$ cat src/rtl/joy_db15_if.sv
// Host-side pin bundle of the DB15 joystick adapter shift chain.
// The host (master) drives the strobes and button states; the emulated
// adapter (slave) answers with serial data and status.
interface joy_db15_if #(
  parameter int BITS = 12
);
  logic            joy_clk;
  logic            joy_load;
  logic [BITS-1:0] joystick1;
  logic [BITS-1:0] joystick2;
  logic            joy_data;
  logic            busy;
  logic            frame_strobe;

  modport master (
    output joy_clk,
    output joy_load,
    output joystick1,
    output joystick2,
    input  joy_data,
    input  busy,
    input  frame_strobe
  );

  modport slave (
    input  joy_clk,
    input  joy_load,
    input  joystick1,
    input  joystick2,
    output joy_data,
    output busy,
    output frame_strobe
  );
endinterface

$ cat src/rtl/joy_db15_tx.sv
// Device-side emulator of the DB15 adapter shift chain. Two players' buttons
// are latched (active-low) while the host holds joy_load low, then shifted out
// one bit per host joy_clk rising edge, player 1 bit0 first.
module joy_db15_tx #(
  parameter int BITS        = 12,
  parameter int SYNC_STAGES = 2
) (
  input  logic         clk,
  input  logic         reset,
  joy_db15_if.slave    bus
);

  localparam int FRAME = 2 * BITS;
  localparam int CNT_W = $clog2(FRAME);

  typedef enum logic [1:0] {
    IDLE,
    LOAD,
    SHIFT,
    DONE
  } state_t;

  logic [SYNC_STAGES-1:0] ck_sync_q;
  logic [SYNC_STAGES-1:0] ld_sync_q;
  logic                   ck_prev_q;
  logic                   ld_prev_q;
  logic                   ck_s;
  logic                   ld_s;
  logic                   ck_rise;
  logic                   ld_rise;

  state_t                 state_q, state_d;
  logic [FRAME-1:0]       sreg_q, sreg_d;
  logic [CNT_W-1:0]       cnt_q, cnt_d;
  logic                   data_q, data_d;
  logic                   strobe_q, strobe_d;

  // Bring the asynchronous host strobes into the clk domain; idle level is high.
  always_ff @(posedge clk) begin
    if (reset) begin
      ck_sync_q <= '1;
      ld_sync_q <= '1;
      ck_prev_q <= 1'b1;
      ld_prev_q <= 1'b1;
    end else begin
      ck_sync_q <= {ck_sync_q[SYNC_STAGES-2:0], bus.joy_clk};
      ld_sync_q <= {ld_sync_q[SYNC_STAGES-2:0], bus.joy_load};
      ck_prev_q <= ck_s;
      ld_prev_q <= ld_s;
    end
  end

  assign ck_s    = ck_sync_q[SYNC_STAGES-1];
  assign ld_s    = ld_sync_q[SYNC_STAGES-1];
  assign ck_rise = ck_s & ~ck_prev_q;
  assign ld_rise = ld_s & ~ld_prev_q;

  // State, shift register, bit counter and registered outputs.
  always_ff @(posedge clk) begin
    if (reset) begin
      state_q  <= IDLE;
      sreg_q   <= '1;
      cnt_q    <= '0;
      data_q   <= 1'b1;
      strobe_q <= 1'b0;
    end else begin
      state_q  <= state_d;
      sreg_q   <= sreg_d;
      cnt_q    <= cnt_d;
      data_q   <= data_d;
      strobe_q <= strobe_d;
    end
  end

  // Next-state logic: a low load strobe overrides everything, acting like a
  // transparent parallel load; otherwise edges are interpreted per state.
  always_comb begin
    state_d  = state_q;
    sreg_d   = sreg_q;
    cnt_d    = cnt_q;
    data_d   = data_q;
    strobe_d = 1'b0;

    if (!ld_s) begin
      // Loading from the same cycle the low level is seen keeps the load
      // latency equal to the shift latency (SYNC_STAGES+1 clk cycles).
      state_d = LOAD;
      sreg_d  = {~bus.joystick2, ~bus.joystick1};
      data_d  = ~bus.joystick1[0];
      cnt_d   = '0;
    end else begin
      case (state_q)
        LOAD: begin
          if (ld_rise) begin
            state_d = SHIFT;
          end
        end
        SHIFT: begin
          if (ck_rise) begin
            sreg_d = {1'b1, sreg_q[FRAME-1:1]};
            if (cnt_q == CNT_W'(FRAME - 1)) begin
              // Last bit consumed: line returns to idle-high, frame reported.
              state_d  = DONE;
              strobe_d = 1'b1;
              data_d   = 1'b1;
            end else begin
              data_d = sreg_q[1];
              cnt_d  = cnt_q + CNT_W'(1);
            end
          end
        end
        default: begin
          // IDLE and DONE: only a new load leaves these states.
          data_d = 1'b1;
        end
      endcase
    end
  end

  assign bus.joy_data     = data_q;
  assign bus.busy         = (state_q == SHIFT);
  assign bus.frame_strobe = strobe_q;

endmodule
$ cat src/flat_wrapper.sv
// flat-port wrapper written by rule: the top's interface ports become plain ports
module joy_db15_tx_flat 
#(
  parameter int BITS        = 12,
  parameter int SYNC_STAGES = 2
)
  (clk, reset, bus_joy_clk, bus_joy_load, bus_joystick1, bus_joystick2, bus_joy_data, bus_busy, bus_frame_strobe);
  joy_db15_if #(.BITS(BITS)) bus_i ();
  input  logic clk;
  input  logic reset;
  input wire logic [$bits(bus_i.joy_clk)-1:0] bus_joy_clk;
  input wire logic [$bits(bus_i.joy_load)-1:0] bus_joy_load;
  input wire logic [$bits(bus_i.joystick1)-1:0] bus_joystick1;
  input wire logic [$bits(bus_i.joystick2)-1:0] bus_joystick2;
  output wire logic [$bits(bus_i.joy_data)-1:0] bus_joy_data;
  output wire logic [$bits(bus_i.busy)-1:0] bus_busy;
  output wire logic [$bits(bus_i.frame_strobe)-1:0] bus_frame_strobe;
  assign bus_i.joy_clk = bus_joy_clk;
  assign bus_i.joy_load = bus_joy_load;
  assign bus_i.joystick1 = bus_joystick1;
  assign bus_i.joystick2 = bus_joystick2;
  assign bus_joy_data = bus_i.joy_data;
  assign bus_busy = bus_i.busy;
  assign bus_frame_strobe = bus_i.frame_strobe;
  joy_db15_tx #(.BITS(BITS), .SYNC_STAGES(SYNC_STAGES)) u_core (.clk(clk), .reset(reset), .bus(bus_i));
endmodule
$ cat config.mk
export PLATFORM = sky130hd
export DESIGN_NAME = joy_db15_tx_flat
export DESIGN_NICKNAME = d
export VERILOG_FILES = /design/src/rtl/joy_db15_if.sv /design/src/rtl/joy_db15_tx.sv /design/src/flat_wrapper.sv
export SDC_FILE = /design/constraint.sdc
export NUM_CORES = 1
export LEC_CHECK = 0
export BUFFER_PORTS_ARGS = -buffer_cell sky130_fd_sc_hd__buf_4
export CORE_MARGIN = 4
export CORE_UTILIZATION = 40
export DETAILED_ROUTE_END_ITERATION = 6
export GPL_TIMING_DRIVEN = 0
export MAX_ROUTING_LAYER = met4
export PLACE_DENSITY = 0.65
export SYNTH_ARGS = -nofsm -noshare
export SYNTH_HDL_FRONTEND = slang
export SYNTH_SLANG_ARGS = --single-unit
$ cat constraint.sdc
create_clock -name clk -period 2 [get_ports clk]
set_input_delay 0.2 -clock clk [delete_from_list [all_inputs] [get_ports clk]]
set_output_delay 0.2 -clock clk [all_outputs]
set_load 0.02 [all_outputs]
==> flow_summary.yaml, run 1 <==
synthesis:
  synth_top_area_share_pct: 47.4
  async_set_reset_flop_share_out_of_synthesis_pct: 0
  syn_area_um2: 1600
  synth_cell_type_count: 28
  synthesis.yosys.warnings: 0
  synth_most_common_cell: "sky130_fd_sc_hd__dfxtp_1"
  postSynthRegisterBits: 38
  ys.flop_type: "sky130_fd_sc_hd__dfxtp_1"
  post_synthesis_net_count: 190
  yosys.area.top_type: "sky130_fd_sc_hd__dfxtp_1"
  synth.yosys.seq_area_share_pct: 47.4
  synth.avg_cell_area_um2: 9.96
  synthesized_netlist_cell_count: 161
  yosys-top-cells-count: "38 x sky130_fd_sc_hd__dfxtp_1, 26 x sky130_fd_sc_hd__a21oi_1, 23 x sky130_fd_sc_hd__mux2i_1"
  cells_taking_the_most_area_after_synthesis: "sky130_fd_sc_hd__dfxtp_1 47%, sky130_fd_sc_hd__mux2i_1 14%, sky130_fd_sc_hd__nor3b_1 10%, sky130_fd_sc_hd__a21oi_1 8.1%, sky130_fd_sc_hd__or2_2 2.7%"
  synth-edff-count: 0
drt:
  detailedRoute.firstIterationViolations: 56
  postRouteAntennaNets: 0
  routed_via_density: 5.03
  number_of_vias_after_detailed_routing: 1237
  post_drt_wl_per_cell_um: 12.8
  drt_drc_violations_left: 0
  finalWirelength_mm: 3.16
  detail_route.first_pass.iterations: 4
layout:
  area_of_all_placed_cells_without_fillers_um2: 1970
  areaGrowthSynthToFinish_pct: 22.5
  antennaDiodeCount: 0
  layout.nets: 227
  drive_gt1_share_pct: 23.7
  fillers: 360
  post-route-util_pct: 52.1
critical_path:
  startpoint_kind_of_the_worst_setup_timing_path: "flop"
  critical_path.reg2reg.startpoint: "u_core.ld_sync_q[1]"
  critical_path.slowest_cell: "sky130_fd_sc_hd__clkbuf_1"
  timing.reg2reg.worst_path_depth: 5
  crit_path_max_fanout: 10
  critical_path_class: "flop to flop"
  required_time_of_the_worst_setup_path_ns: 2.14
  cp_top_family: "buffers and inverters"
  path_cells: "buf_2 > inv_1 > nor2_1 > clkbuf_1 > a21oi_1"
  ff2ff_setup_slack_ns: 0.42
  timing.critical_path.slowest_cell_delay_ns: 0.38
  setup.worst_path.end_class: "flop"
  critical_path_buf_inv_count: 3
  regToRegEndpoint: "u_core.sreg_q[10]"
  arrival_ns: 1.72
job:
  cap_viol_max_count: 0
clocking:
  cts.repair.resized: 0
  max-clock-path-buffers: 2
  worst_setup_hold_path_clk_slew_ns: 0.07
  post-cts-setup-buffers: 0
  clock-root-buffer: "sky130_fd_sc_hd__clkbuf_8"
  cts.htree.levels: 2
  cts_hold_buf: 0
  cts_buffers: 5
  cts_tree: "done"
  clock_insertion_delay_at_the_later_pin_of_the_skew_report_ns: 0.27
  numClockSinks: 38
grt:
  vias_in_the_first_global_route: 1224
  grt_util_all_layers_pct: 13.2
  grt_antenna_before_repair: 0
  grt_pass1_wl_mm: 5.25
  globalRouteOverflowTotal: 0
  grt_max_degree: 11
die:
  num_rows: 22
  floorplan.die.height_um: 71.3
  design.portCount: 31
  fp.dieW_um: 71.3
  coreArea_um2: 3770
  initial_cell_density_of_the_core_pct: 42.5
  die_area_um2: 5090
power:
  power_density_nw_per_um2: 700
  power.ir.vdd_worst_v: 0.000406
  cellLeakagePower_nw: 0.741
  power_mw: 1.38
sta:
  report.final.slew_viol_count: 0
  max-slew-margin-rel_pct: 68.3
  max_clock_freq_ghz: 0.632
  period_minus_slack_ns: 1.58
  rsz0062_at_grt: "no"
  hold_viol: 0
  fin_tns_setup_ns: 0
  layout_worst_path_cycle_share_pct: 79.1
  tightestPinTransition_ns: 0.475
  timing.final.setup_violations: 0
  clock_skew_ns: 0.00672
placed_design:
  buffer_ports.inserted: 30
  placed_area_um2: 1890
  gp_congestion: 0.781
  detailedPlacementHpwl_mm: 2.36
worst_hold_path:
  worst_hold_startpoint: "bus_joy_clk"
  hold_depth: 2
  hold_path.class: "input port to flop"
  whs_endpoint: "u_core.ck_sync_q[0]"
outcome:
  outcome: "finished, final reports clean"
placed cells by master (no fill, tap or decap), drive strengths merged, types with 2 or more instances in the layout:
| cell | instances |
|---|---|
| and4b | 2 |
| mux2i | 23 |
| nor2 | 6 |
| buf | 35 |
| dfxtp | 38 |
| or2 | 7 |
| clkbuf | 13 |
| inv | 3 |
| nand2b | 5 |
| a21oi | 26 |
| o21ai | 2 |
| xor2 | 2 |
| nor3b | 22 |
| nor3 | 2 |
| nand2 | 2 |
cell families (layout without fill, tap and decap cells):
family          count (synthesis)  after routing  share of synthesized area [%]
compound gates                 32             32                           10.8
xor+xnor                        2              2                           1.09
fa+ha+maj                       1              1                          0.780
buf+inv                        14             51                           4.06
flops                          38             38                           47.4
mux                            23             23                           14.4
simple gates                   51             51                           21.5
area by class of cell:
type	count	area, um^2	share of cell area, %
timing repair buffer	30	225	11.5
buffer	11	53.8	2.74
multi-input combinational	109	778	39.6
clock buffer	7	76.3	3.88
sequential	38	761	38.7
inverter	3	11.3	0.573
tap	48	60.1	3.06
through the flow:
stage	cells	worst slack, ns	hold slack [ns]
finish	246	0.418	0.106
global route	246	0.232	0.0988
CTS	246	0.384	0.0951
detailed placement	239	0.408	0.388
global placement	239	0.417	0.385
floorplan	161	0.534	0.304
how the worst max path moves through the flow:
| stage | start | endpoint | slack, ns | cells after the start |
|---|---|---|---|---|
| 2_1_floorplan | u_core.cnt_q[0] | u_core.cnt_q[3] | 0.53 | 5 |
| 3_3_place_gp | u_core.ld_sync_q[1] | u_core.sreg_q[20] | 0.42 | 5 |
| 3_5_place_dp | u_core.ld_sync_q[1] | u_core.sreg_q[6] | 0.41 | 5 |
| 4_1_cts | u_core.ld_sync_q[1] | u_core.sreg_q[10] | 0.38 | 5 |
| 5_1_grt | u_core.ld_sync_q[1] | u_core.sreg_q[17] | 0.23 | 5 |
| 6_report | u_core.ld_sync_q[1] | u_core.sreg_q[10] | 0.42 | 5 |
per-layer routing:
metal	up-vias	wire [um]	part of all wire, %	track usage (%)
li1	647	-	-	-
met1	569	1420	45	15.3
met2	19	1600	51	22.4
met3	2	116	3.7	3.09
met4	0	17	0.54	4.38
met5	-	0	0	-
registers in the layout, indices dropped and copies added (netlist names):
name,flops
u_core.bus.frame_strobe,1
u_core.bus.joy_data,1
u_core.ck_prev_q,1
u_core.ck_sync_q,2
u_core.cnt_q,5
u_core.ld_prev_q,1
u_core.ld_sync_q,2
u_core.sreg_q,23
u_core.state_q,2
where the power goes:
part           internal (mW)  leakage, nW  switching (mW)
Clock                  0.240       0.0383           0.229
Combinational         0.0649        0.392          0.0490
Sequential             0.780        0.310          0.0122
No activity file was read; power rests on OpenSTA's default activity.
==> inputs of run 2 (changes only) <==
--- a/config.mk
+++ b/config.mk
@@ -5,13 +5,14 @@
 export SDC_FILE = /design/constraint.sdc
 export NUM_CORES = 1
 export LEC_CHECK = 0
+export ABC_AREA = 1
 export BUFFER_PORTS_ARGS = -buffer_cell sky130_fd_sc_hd__buf_4
 export CORE_MARGIN = 4
 export CORE_UTILIZATION = 40
 export DETAILED_ROUTE_END_ITERATION = 6
 export GPL_TIMING_DRIVEN = 0
 export MAX_ROUTING_LAYER = met4
-export PLACE_DENSITY = 0.65
+export PLACE_DENSITY = 0.67
 export SYNTH_ARGS = -nofsm -noshare
 export SYNTH_HDL_FRONTEND = slang
 export SYNTH_SLANG_ARGS = --single-unit
==> constraint.sdc (replaced) <==
create_clock -name clk -period 1.3 [get_ports clk]
set_input_delay 0.13 -clock clk [delete_from_list [all_inputs] [get_ports clk]]
set_output_delay 0.13 -clock clk [all_outputs]
set_load 0.02 [all_outputs]
==> run 2 against run 1 <==
Setup slack worse by 0.30 ns. First-iteration DRC count is 80% higher. Clock-buffer cell count is 2 lower. Critical path depth is 3 higher. Die area is 3.7% higher. Global-route usage is 2.3 points higher. Area after synthesis is 4.1% higher. Cell area is 6.2% higher. Register-to-register slack worse by 0.30 ns. Via count is 29% higher. Critical path type unchanged. Largest cell class unchanged.
==> flow_summary.yaml, run 2 <==
layout:
  number_of_standard_cells_in_the_final_layout_excluding_fillers: 324
  fillers: 400
  antennaDiodeCount: 0
  layout_commonest_cell: "sky130_fd_sc_hd__nand2_1"
  areaGrowthSynthToFinish_pct: 24.9
  max_ffs_per_register: 23
  largest_register: "u_core.sreg_q"
  top_regs: "u_core.sreg_q (23), u_core.cnt_q (5)"
  drive_gt1_share_pct: 24.5
  layout.nets: 302
  most_frequent_cells_in_the_layout: "88 x sky130_fd_sc_hd__nand2_1, 35 x sky130_fd_sc_hd__dfxtp_1, 34 x sky130_fd_sc_hd__buf_4, 30 x sky130_fd_sc_hd__nand3_1, 24 x sky130_fd_sc_hd__o21ai_0"
drt:
  routed_via_density: 4.94
  detail_route.first_pass.iterations: 4
  postRouteAntennaNets: 0
  number_of_vias_after_detailed_routing: 1601
  post_drt_wl_per_cell_um: 11.4
  finalWirelength_mm: 3.68
  detailedRoute.firstIterationViolations: 101
  drt_drc_violations_left: 0
synthesis:
  yosys-top-cells-count: "88 x sky130_fd_sc_hd__nand2_1, 38 x sky130_fd_sc_hd__dfxtp_1, 30 x sky130_fd_sc_hd__nand3_1"
  synth-edff-count: 0
  async_set_reset_flop_share_out_of_synthesis_pct: 0
  synth_top_area_share_pct: 45.5
  synth.avg_cell_area_um2: 7.11
  synthesized_netlist_cell_count: 235
  synthesis.yosys.warnings: 0
  synth_most_common_cell: "sky130_fd_sc_hd__nand2_1"
  synth.yosys.seq_area_share_pct: 45.5
  postSynthRegisterBits: 38
  ys.flop_type: "sky130_fd_sc_hd__dfxtp_1"
  synth_cell_type_count: 21
  post_synthesis_net_count: 264
  yosys.area.top_type: "sky130_fd_sc_hd__dfxtp_1"
  cells_taking_the_most_area_after_synthesis: "sky130_fd_sc_hd__dfxtp_1 46%, sky130_fd_sc_hd__nand2_1 20%, sky130_fd_sc_hd__nand3_1 9.0%, sky130_fd_sc_hd__o21ai_0 7.2%, sky130_fd_sc_hd__nor2_1 3.4%"
  syn_area_um2: 1670
power:
  p_clk_share_pct: 39.9
  internal_power_contribution_mw: 1.91
  power.switching_mw: 0.590
  cellLeakagePower_nw: 1.06
  power.ir.vdd_worst_v: 0.000729
  power.combinational.fraction_pct: 10.6
  swShare_pct: 23.6
  sequential_share_of_power_pct: 49.5
  power_density_nw_per_um2: 1200
clocking:
  cts_tree: "done"
  worst_setup_hold_path_clk_slew_ns: 0.08
  cts_buffers: 5
  clock-root-buffer: "sky130_fd_sc_hd__clkbuf_8"
  numClockSinks: 38
  cts.htree.levels: 2
  cts_hold_buf: 0
  max-clock-path-buffers: 2
  clock_insertion_delay_at_the_later_pin_of_the_skew_report_ns: 0.30
placed_design:
  gp_congestion: 0.804
  buffer_ports.inserted: 30
  placed_cells_incl_taps: 315
  detailedPlacementHpwl_mm: 2.61
critical_path:
  critical_path_class: "flop to flop"
  crit_path_max_fanout: 10
  ff2ff_setup_slack_ns: 0.11
  setup.worst_path.end_class: "flop"
  required_time_of_the_worst_setup_path_ns: 1.48
  cp_top_family: "simple AND/OR/NAND/NOR gates"
  timing.critical_path.slowest_cell_delay_ns: 0.35
  startpoint_kind_of_the_worst_setup_timing_path: "flop"
  path_cells: "inv_2 > nor2_4 > nand2_4 > nand2_4 > inv_2 > buf_6 > nand2_1 > nand3_1"
  critical_path.slowest_cell: "sky130_fd_sc_hd__dfxtp_2"
  critical_path_buf_inv_count: 3
  arrival_ns: 1.37
job:
  cap_viol_max_count: 0
sta:
  clock_skew_ns: 0.00916
  max-slew-margin-rel_pct: 83.0
  holdWs_ns: 0.0172
  max_clock_freq_ghz: 0.844
  fin_tns_setup_ns: 0
  period_minus_slack_ns: 1.19
  hold_viol: 0
  timing.final.setup_violations: 0
  layout_worst_path_cycle_share_pct: 91.2
  rsz0062_at_grt: "no"
  tightestPinTransition_ns: 0.255
  report.final.slew_viol_count: 0
die:
  die_area_um2: 5270
  num_rows: 23
  fp.dieW_um: 72.6
  initial_cell_density_of_the_core_pct: 41.5
  design.portCount: 31
  coreArea_um2: 4030
  floorplan.die.height_um: 72.6
grt:
  globalRouteOverflowTotal: 0
  grt_antenna_before_repair: 0
  grt_util_all_layers_pct: 15.5
  grt_max_degree: 13
  grt_pass1_wl_mm: 6.07
  vias_in_the_first_global_route: 1352
worst_hold_path:
  hold_path.class: "input port to flop"
outcome:
  outcome: "finished, final reports clean"
-- run 2: final timing paths --
path                        from                  end  cells after the start
max            u_core.state_q[1]     u_core.sreg_q[7]                      8
min                  bus_joy_clk  u_core.ck_sync_q[0]                      2
max reg2reg    u_core.state_q[1]     u_core.sreg_q[7]                      8
min reg2reg  u_core.ld_sync_q[0]  u_core.ld_sync_q[1]                      1
-- run 2: stage by stage --
step	setup WS (ns)	power, mW	utilization, %	instance area (um^2)
2_1_floorplan	0.133	1.42	-	1670
3_3_place_gp	0.0395	1.52	48.6	1960
3_5_place_dp	0.0112	1.53	48.6	1960
4_1_cts	0.00157	2.52	51.3	2070
5_1_grt	0.00397	2.61	51.8	2090
6_report	0.115	2.50	51.8	2090
-- run 2: routing by layer --
metal / vias to the layer above / wire length [um] / track usage, %
met2: 29 / 1670 / 22.4
li1: 833 / - / -
met1: 733 / 1720 / 19.4
met3: 6 / 210 / 5.10
met5: - / 0 / -
met4: 0 / 79 / 7.38
-- run 2: layout make-up --
type / instances / area, um^2 / share of cell area [%]
Multi-Input combinational cell: 175 / 796 / 38.1
Inverter: 11 / 41.3 / 1.98
Timing Repair Buffer: 31 / 233 / 11.2
Sequential cell: 38 / 764 / 36.6
Clock inverter: 3 / 40.0 / 1.92
Buffer: 11 / 81.3 / 3.90
Clock buffer: 5 / 68.8 / 3.30
Tap cell: 50 / 62.6 / 3.00
-- run 2: power by group through the flow --
stage	Clock (mW)	Sequential [mW]	Combinational, mW
2_1_floorplan	0	1.26	0.158
3_3_place_gp	0	1.26	0.259
3_5_place_dp	0	1.26	0.262
4_1_cts	1.02	1.24	0.264
5_1_grt	1.07	1.24	0.301
6_report	0.995	1.24	0.264
-- run 2: cell families after synthesis --
| logic type | count (synthesis) | synth area share [%] |
|---|---|---|
| AND/OR/NAND/NOR | 144 | 37.4 |
| flip-flops | 38 | 45.5 |
| AO/OA/AOI/OAI | 30 | 9.06 |
| buffers and inverters | 22 | 7.27 |
| adder cells (fa/ha/maj) | 1 | 0.749 |
-- run 2: what timing repair did --
action	CTS	global route
endpoints found under the setup margin	0	22
gates resized for setup	0	8
buffers inserted	0	1
==> inputs of run 3 (changes only) <==
--- a/config.mk
+++ b/config.mk
@@ -8,11 +8,11 @@
 export ABC_AREA = 1
 export BUFFER_PORTS_ARGS = -buffer_cell sky130_fd_sc_hd__buf_4
 export CORE_MARGIN = 4
-export CORE_UTILIZATION = 40
+export CORE_UTILIZATION = 49
 export DETAILED_ROUTE_END_ITERATION = 6
 export GPL_TIMING_DRIVEN = 0
 export MAX_ROUTING_LAYER = met4
-export PLACE_DENSITY = 0.67
+export PLACE_DENSITY = 0.79
 export SYNTH_ARGS = -nofsm -noshare
 export SYNTH_HDL_FRONTEND = slang
 export SYNTH_SLANG_ARGS = --single-unit
==> run 3 against run 2 <==
Sequential share of layout area grew 0.30 points. Combinational power up 3%. Cell count decreased by 0.31%. Die area is 16% lower.
==> flow_summary.yaml, run 3 (synthesis gave the netlist of run 2 again) <==
clocking:
  cts_tree: "done"
  cts.htree.levels: 2
  clock_insertion_delay_at_the_later_pin_of_the_skew_report_ns: 0.34
  clock-root-buffer: "sky130_fd_sc_hd__clkbuf_4"
  worst_setup_hold_path_clk_slew_ns: 0.11
  numClockSinks: 38
  max-clock-path-buffers: 2
  cts_buffers: 5
layout:
  layout.nets: 308
  top_regs: "u_core.sreg_q (23), u_core.cnt_q (5)"
  areaGrowthSynthToFinish_pct: 24.1
  post-route-util_pct: 65.8
  most_frequent_cells_in_the_layout: "88 x sky130_fd_sc_hd__nand2_1, 37 x sky130_fd_sc_hd__buf_4, 34 x sky130_fd_sc_hd__dfxtp_1, 30 x sky130_fd_sc_hd__nand3_1, 24 x sky130_fd_sc_hd__o21ai_0"
  drive_gt1_share_pct: 25.1
  largest_register: "u_core.sreg_q"
  multi_input_comb_area_um2: 798
  max_ffs_per_register: 23
  layout_commonest_cell: "sky130_fd_sc_hd__nand2_1"
  fillers: 294
  final-seq-area_um2: 766
  antennaDiodeCount: 0
outcome:
  outcome: "finished, final reports clean"
sta:
  hold_viol: 0
  timing.final.setup_violations: 0
  fin_tns_setup_ns: 0
  layout_worst_path_cycle_share_pct: 93.9
  tightestPinTransition_ns: 0.348
  max-slew-margin-rel_pct: 76.8
  period_minus_slack_ns: 1.22
  clock_skew_ns: 0.00874
  report.final.slew_viol_count: 0
  max_clock_freq_ghz: 0.820
job:
  cap_viol_max_count: 0
drt:
  finalWirelength_mm: 3.55
  number_of_vias_after_detailed_routing: 1621
  post_drt_wl_per_cell_um: 11.0
  drt_drc_violations_left: 0
  postRouteAntennaNets: 0
  detailedRoute.firstIterationViolations: 171
  routed_via_density: 5.02
  detail_route.first_pass.iterations: 5
placed_design:
  detailedPlacementHpwl_mm: 2.46
  gp_congestion: 0.889
  buffer_ports.inserted: 30
grt:
  grt_max_degree: 12
  grt_pass1_wl_mm: 5.93
  vias_in_the_first_global_route: 1338
  grt_util_all_layers_pct: 17.9
  globalRouteOverflowTotal: 0
  grt_antenna_before_repair: 0
critical_path:
  critical_path_class: "flop to flop"
  required_time_of_the_worst_setup_path_ns: 1.53
  ff2ff_setup_slack_ns: 0.08
  timing.critical_path.slowest_cell_delay_ns: 0.36
  arrival_ns: 1.45
  setup.worst_path.end_class: "flop"
  startpoint_kind_of_the_worst_setup_timing_path: "flop"
  path_cells: "inv_2 > nor2_4 > nand2_4 > nand2_4 > inv_2 > buf_6 > nand2_1 > nand3_1"
  critical_path.slowest_cell: "sky130_fd_sc_hd__dfxtp_2"
  crit_path_max_fanout: 10
die:
  design.portCount: 31
  num_rows: 20
  coreArea_um2: 3150
  initial_cell_density_of_the_core_pct: 53.0
  fp.dieW_um: 66.4
  floorplan.die.height_um: 66.4
  die_area_um2: 4410
worst_hold_path:
  hold_path.class: "input port to flop"
power:
  power_density_nw_per_um2: 1000
  cellLeakagePower_nw: 1.06
  power.ir.vdd_worst_v: 0.000672
==> run 3: changes by cell type in the layout (fill, tap and decap cells not counted), sizes merged <==
cell         previous run  this run
dlygate4sd3             0         3
buf                    41        44
bufinv                  1         0
==> run 3: layout make-up <==
cell class              instances  share of cell area [%]
multi-input cells             175                    38.5
flip-flops and latches         38                    36.9
repair buffers                 37                    13.8
plain buffers                  11                    3.86
well taps                      44                    2.66
inverters                      11                    1.99
clock buffers                   5                    1.81
clock inverters                 2                   0.483
==> run 3: worst paths after layout <==
path / startpoint / endpoint / cells past startpoint
max: u_core.state_q[1] / u_core.sreg_q[3] / 8
min: bus_joystick2[11] / u_core.sreg_q[23] / 4
max reg2reg: u_core.state_q[1] / u_core.sreg_q[3] / 8
min reg2reg: u_core.ck_sync_q[0] / u_core.ck_sync_q[1] / 1
==> run 3: power breakdown <==
part           switching [mW]  internal, mW  leakage [nW]  total, mW
Clock                   0.379         0.195        0.0308      0.574
Sequential             0.0254          1.21         0.312       1.24
Combinational           0.134         0.138         0.717      0.272
Total                   0.539          1.54          1.06       2.08
==> run 3: through the flow <==
stage | std cells | hold slack (ns) | instance area (um^2) | setup slack (ns) | total power, mW
final | 323 | 0.0609 | 2070 | 0.0798 | 2.08
after global routing | 323 | 0.0694 | 2070 | -0.00402 | 2.20
after CTS | 319 | 0.0472 | 2030 | 0.0421 | 2.10
after detailed placement | 309 | 0.318 | 1950 | 0.0301 | 1.52
after global placement | 309 | 0.314 | 1950 | 0.0433 | 1.52
after floorplan | 235 | 0.199 | 1670 | 0.133 | 1.42
==> run 3: worst max-delay path: cells and delay by family, from the launching register on <==
kind                   cells  cell delay [ns]
and+or+nand+nor            5             0.48
DFF                        1             0.36
buffers and inverters      3             0.27
==> run 3: routing by layer <==
metal | GRT usage [%] | vias up | share of wire (%)
met4 | 4.57 | 0 | 1.7
met1 | 22.3 | 728 | 48
met3 | 6.29 | 7 | 5.6
met2 | 27.8 | 45 | 45
met5 | - | - | 0
li1 | - | 841 | -
==> run 3: what timing repair did <==
item,4_1_cts,5_1_grt
setup endpoints to repair,1,24
endpoints found under the hold margin,3,0
pin swaps,0,2
hold buffers,3,0
buffers inserted,0,4
resized for setup,1,7
